<file path="src/rtl/priority_decoder_2to4_seq.sv">
// Purpose: expands (Y, V) priority-encoder codes into a registered one-hot D strobe and counts decoded events.
// Latency: D rises the cycle after acceptance, stays high HOLD cycles, then GAP quiet cycles before the next accept.
// Backpressure: in_ready is low throughout HOLD and GAP; codes offered then are not consumed and are not stored.
module priority_decoder_2to4_seq #(
    parameter int HOLD = 4,
    parameter int GAP  = 1,
    parameter int CW   = 8
) (
    input  logic          clk,
    input  logic          rst_n,
    input  logic          in_valid,
    output logic          in_ready,
    input  logic [1:0]    Y,
    input  logic          V,
    output logic [3:0]    D,
    output logic          busy,
    output logic          no_code,
    output logic [CW-1:0] code_count
);

    // The counter is reused for both the HOLD and GAP phases, so it is sized for the longer of the two.
    localparam int CNT_MAX = (HOLD > GAP) ? HOLD : GAP;
    localparam int CNT_W   = (CNT_MAX > 1) ? $clog2(CNT_MAX) : 1;
    localparam int GAP_M1  = (GAP > 0) ? (GAP - 1) : 0;

    localparam logic [CNT_W-1:0] HOLD_LD = CNT_W'(HOLD - 1);
    localparam logic [CNT_W-1:0] GAP_LD  = CNT_W'(GAP_M1);

    typedef enum logic [1:0] {
        ST_IDLE = 2'd0,
        ST_HOLD = 2'd1,
        ST_GAP  = 2'd2
    } state_t;

    state_t           state;
    state_t           state_nxt;
    logic [CNT_W-1:0] cnt;
    logic [CNT_W-1:0] cnt_nxt;
    logic [1:0]       y_lat;
    logic [3:0]       d_nxt;
    logic             accept;
    logic             accept_code;
    logic             accept_none;
    logic             cnt_zero;

    assign accept      = in_valid && (state == ST_IDLE);
    assign accept_code = accept && V;
    assign accept_none = accept && !V;
    assign cnt_zero    = (cnt == '0);

    // State register; reset lands in IDLE immediately so in_ready comes back without a clock.
    always_ff @(posedge clk or negedge rst_n) begin
        if (!rst_n) begin
            state <= ST_IDLE;
        end else begin
            state <= state_nxt;
        end
    end

    // Next-state: a V=1 accept starts HOLD; HOLD and GAP each run until the counter hits zero.
    always_comb begin
        state_nxt = state;
        case (state)
            ST_IDLE: begin
                if (accept_code) begin
                    state_nxt = ST_HOLD;
                end
            end
            ST_HOLD: begin
                if (cnt_zero) begin
                    state_nxt = (GAP > 0) ? ST_GAP : ST_IDLE;
                end
            end
            ST_GAP: begin
                if (cnt_zero) begin
                    state_nxt = ST_IDLE;
                end
            end
            default: state_nxt = ST_IDLE;
        endcase
    end

    // Phase counter next value: load HOLD-1 on accept, GAP-1 on leaving HOLD, otherwise count down to zero.
    always_comb begin
        cnt_nxt = cnt;
        case (state)
            ST_IDLE: begin
                if (accept_code) begin
                    cnt_nxt = HOLD_LD;
                end
            end
            ST_HOLD: begin
                cnt_nxt = cnt_zero ? GAP_LD : (cnt - CNT_W'(1));
            end
            ST_GAP: begin
                if (!cnt_zero) begin
                    cnt_nxt = cnt - CNT_W'(1);
                end
            end
            default: cnt_nxt = '0;
        endcase
    end

    // Phase counter register.
    always_ff @(posedge clk or negedge rst_n) begin
        if (!rst_n) begin
            cnt <= '0;
        end else begin
            cnt <= cnt_nxt;
        end
    end

    // Output decode: D's next value is one-hot only while HOLD continues, so it can never be multi-hot.
    always_comb begin
        d_nxt    = 4'b0000;
        in_ready = (state == ST_IDLE);
        busy     = (state != ST_IDLE);
        if (accept_code) begin
            d_nxt = 4'b0001 << Y;
        end else if ((state == ST_HOLD) && !cnt_zero) begin
            d_nxt = 4'b0001 << y_lat;
        end
    end

    // Registered outputs; the latched Y keeps D stable while new codes are ignored.
    always_ff @(posedge clk or negedge rst_n) begin
        if (!rst_n) begin
            D          <= 4'b0000;
            y_lat      <= 2'b00;
            no_code    <= 1'b0;
            code_count <= '0;
        end else begin
            D       <= d_nxt;
            no_code <= accept_none;
            if (accept_code) begin
                y_lat <= Y;
                if (code_count != {CW{1'b1}}) begin
                    code_count <= code_count + CW'(1);
                end
            end
        end
    end

endmodule

</file>
<file path="config.mk">
export PLATFORM = sky130hd
export DESIGN_NAME = priority_decoder_2to4_seq
export DESIGN_NICKNAME = d
export VERILOG_FILES = /design/src/rtl/priority_decoder_2to4_seq.sv
export SDC_FILE = /design/constraint.sdc
export NUM_CORES = 1
export LEC_CHECK = 0
export ABC_AREA = 1
export CORE_UTILIZATION = 40
export CTS_BUF_LIST = sky130_fd_sc_hd__clkbuf_8
export DETAILED_ROUTE_END_ITERATION = 8
export GPL_TIMING_DRIVEN = 1
export PLACE_DENSITY_LB_ADDON = 0.05
export SETUP_SLACK_MARGIN = 0.02
export SLEW_MARGIN = 0
export SYNTH_ARGS = -nofsm -noshare
export SYNTH_HDL_FRONTEND = slang
export SYNTH_SLANG_ARGS = --single-unit
export TNS_END_PERCENT = 30
</file>
<file path="constraint.sdc">
create_clock -name clk -period 2.2 [get_ports clk]
set_input_delay 0.44 -clock clk [delete_from_list [all_inputs] [get_ports clk]]
set_output_delay 0.44 -clock clk [all_outputs]
set_load 0.01 [all_outputs]
</file>
# Word level (Yosys, flattened, before mapping)
# Cells that the tools add are included.
# op_classes
n_reduce_logical	12
mul	0
n_bitwise	0
div	0
mux	10
shift	2
addsub	2
magnitude_cmp	0
eq_ne	7
# op_table
cell	n
$mux 2	6
$pmux 2 s3	2
$add 8x1->8 const B	1
$mux 4	2
$ne 8x8->1 const B	1
$shl 1x2->4 const A	2
$ne 2x2->1 const B	3
$logic_and 1x1->1	4
$logic_not 2->1	2
$reduce_and 2->1	2
$reduce_and 3->1	1
$eq 2x1->1 const B	1
$eq 2x2->1 const B	1
$logic_not 1->1	2
$ne 2x1->1 const B	1
$reduce_bool 2->1	1
$sub 2x1->2 const B	1
# totals
romBits	0
output_inout_bits	15
latch_bits	0
ff_bits	19
input_bits	6
mem_count	0
mem_bits_rw	0

# Depth between registers and ports, before layout
# Gate-level depths: netlist of the first run.
# depth
depth_word	5
depth_mapped	8
mapped_depth_nobuf	8

# Least setup slack after synthesis of the first run
# Ideal clock, no wire load.
# synth_timing
path_kind	register to register
start	register code_count[1]
end	register code_count[7]
path_buffers	0
path_stages_with_launch	9
arrival_time_ps	1144
slack_ps	939
setup_ps	116
path_cell_list	dfrtp_1 > ha_1 > nand3_1 > inv_1 > nand2_2 > nand2_8 > inv_4 > nand2_1 > nand2_1
# synth_between
elab_chain_cells	2
word_cells_on_any_way	3
classes_between	add/sub (1); eq/ne (1); reduce/logical (1)
# synth_lines
element	line	source
from (decl)	18	output logic [CW-1:0] code_count
from (signal assigned)	138	code_count <= code_count + CW'(1);
branches (longest 2 deep; another with $add 8x1->8)	n/a	
# Several ways; the timed one is not identified.
# A chain may end at the register's enable or synchronous reset.

# Worst setup path in the final report of the first run
# layout_timing
start	register state[0]
end	output port in_ready
# layout_between
elab_chain_cells	1
# layout_lines
element	line	source
from (decl)	35	state_t state;
from (signal assigned)	56	state <= state_nxt;
$logic_not 2->1	116	in_ready = (state == ST_IDLE);
to (decl)	12	output logic in_ready,
# Every way passes these cells.

==> results_dict.tcl, run 1 <==
set metrics [dict create \
    run_status "complete, no violations" \
    r2r_slack_ns 0.85 \
    rows 17 \
    total_power_mw 1.46 \
    chipHeight_um 52.1 \
    htreeDepth 1 \
    grt_max_degree 20 \
    switchingPower_uw 573 \
    synth_simple_gate_area_share_pct 31.6 \
    combPwrFrac_pct 43.9 \
    ff2ff_path_depth 8 \
    fp.dieArea_um2 2710 \
    grt_pass1_wl_mm 3.44 \
    syn-cell-area_um2 1000 \
    drcViolationCount 0 \
    tritoncts "built" \
    maxSlewViolCount 0 \
    grt_setup_unrepaired "no" \
    timing.final.crit_share_pct 87.6 \
    synth_area_leaders "dfrtp_1 (47%), nand2_1 (17%), ha_1 (5.0%)" \
    avgSynthCellArea_um2 8.02 \
    power_frac_seq_pct 39.5 \
    synthCells 125 \
    cts_sinks 19 \
    final_nets 161 \
    synth_cell_types 17 \
    antenna_cells 0 \
    synth_top_family_by_area "simple AND/OR/NAND/NOR gates" \
    min_path_cells 2 \
    switching_share_pct 39.3 \
    reg2reg_to "code_count[7]" \
    maxCapViolCount 0 \
    critPathRequiredTime_ns 1.76 \
    numCtsBuffers 3 \
    vias_per_cell 4.76 \
    start_util_pct 44.0 \
    fin_crit_ns 1.93 \
    ys_ff_latch 19 \
    postCtsSetupBuffers 0 \
    hold_class "reg2reg" \
    tightest_slew_ns 0.260 \
    finalHoldViolations 0 \
    syn_nets 135 \
    ant_nets 0 \
    cts_resized 0 \
    yosys.area.top_type_share_pct 47.4 \
    clock_latency_ns 0.25 \
    post_drt_wl_per_cell_um 11.0 \
    fin_tns_setup_ns 0 \
    relSlewSlack_pct 82.6 \
    gp_congestion 0.851 \
    root_buffer "clkbuf_8" \
    grt_usage_pct 17.6 \
    dp_cells 174 \
    portBuffers 20 \
    clk_path_buf_depth 2 \
    mostFrequentLayoutCell "nand2_1" \
    muxShareOfSynthArea_pct 0 \
    drt_iter0_markers 12 \
    cp-end-kind "output port" \
    synth_compound_area_share_pct 6.99 \
    internal_power_uw 884 \
    drt_first_pass_iters 4 \
    cts_hold_buf 0 \
    path_clk_slew_ns 0.08 \
    cp.arrival_ns 1.49 \
    hpwl_mm 1.47 \
    ir_drop_uv 771 \
    via_count 848 \
    die_w_um 52.1 \
    first_global_vias 791 \
    drt_wl_total_mm 1.95 \
    critical_path_class "reg2out" \
    syn2layout_area_growth_pct 28.8 \
    synth-xor-area-share_pct 2.62 \
    p_leak_nw 0.622 \
    ys_seq_area_share_pct 47.4 \
    fin_worst_skew_ns 0.00769 \
    crit_start "state[0]" \
    pwr-share-clk_pct 16.6 \
    synth.largest_area_cell "dfrtp_1" \
    core-area_um2 2280 \
    r2r-start "code_count[0]" \
    ios 21 \
    critPathCapture "in_ready" \
    antenna_found_initial 0 \
    start_kind "register" \
    max_freq_mhz 519 \
    crit_fanout 6 \
    hold_slack_ns 0.514 \
    layout_common_cells "nand2_1 (45), clkdlybuf4s50_1 (20), dfrtp_1 (19)" \
    drive_gt1_share_pct 7.33 \
    overflow 0 \
    fin_cells 178 \
    yosysWarnings 0 \
    powerDensity_nw_per_um2 1130 \
    synth_adder_area_share_pct 4.99 \
    setup_viol 0 \
]
[area by class of cell]
cell class	count	area, um2
multi-input combinational	91	463
clock inverter	1	5.00
inverter	15	63.8
timing repair buffer	21	208
clock buffer	3	41.3
sequential	19	475
fill	205	985
tap	28	35.0
[stage by stage]
step	util [%]	setup WS (ns)	instance area, um2
final	56.7	0.274	1290
after global placement	54.7	0.588	1240
after detailed placement	54.7	0.545	1240
after global routing	56.7	0.195	1290
after CTS	56.7	0.254	1290
after floorplan	-	0.939	1000
[worst max-delay path: stages (launching register included)]
cell and delay, ns:
dfrtp_1 0.44, nor2_4 0.22, clkdlybuf4s50_1 0.57
[routing by layer]
| layer | routed length [um] | part of all wire, % | track usage (%) | vias up |
|---|---|---|---|---|
| met5 | 0 | 0 | 0 | - |
| met2 | 907 | 46 | 28.6 | 18 |
| met4 | 29 | 1.5 | 9.46 | 0 |
| li1 | - | - | - | 443 |
| met3 | 61 | 3.1 | 3.80 | 4 |
| met1 | 953 | 49 | 21.6 | 383 |
[power groups by stage]
stage | Combinational, mW | Clock [mW] | Sequential (mW)
floorplan | 0.371 | 0 | 0.588
CTS | 0.651 | 0.251 | 0.576
detailed placement | 0.649 | 0 | 0.582
global placement | 0.630 | 0 | 0.577
global route | 0.742 | 0.262 | 0.593
finish | 0.639 | 0.242 | 0.575
[cell usage after synthesis]
library cell,n
clkinv_4,1
nand3_1,9
dfrtp_1,19
nor2_4,1
inv_1,13
inv_4,1
xnor2_1,3
a21oi_1,2
o21ai_1,3
ha_1,4
nand2_2,1
nand3_4,1
nand4_1,1
o21ai_0,9
nor2_1,11
nand2_1,45
nand2_8,1
[flip-flops by register name, indices dropped and copies added, names as in the netlist]
name and count:
state 2, cnt 2, code_count 8, no_code 1
D 4, y_lat 2
[kinds of logic (layout without fill, tap and decap cells)]
| group | count (synthesis) | count (layout) |
|---|---|---|
| AND/OR/NAND/NOR | 70 | 70 |
| AO/OA/AOI/OAI | 14 | 14 |
| adder cells (fa/ha/maj) | 4 | 4 |
| flip-flops | 19 | 19 |
| XOR/XNOR | 3 | 3 |
| buffers and inverters | 15 | 40 |
[worst min-delay path by stage]
stage	startpoint	end
after floorplan	rst_n	D[0]
after global placement	cnt[0]	cnt[0]
after detailed placement	cnt[0]	cnt[0]
after CTS	cnt[0]	cnt[0]
after global routing	rst_n	D[1]
final	cnt[0]	cnt[0]
No activity file was read; power rests on OpenSTA's default activity.
==> inputs of run 2 (changes only) <==
- CTS_CLUSTER_DIAMETER: unset -> 120
- SLEW_MARGIN: 0 -> unset
==> results of run 2 <==
Same layout as run 1: the final DEF is identical, and so are final timing and power.
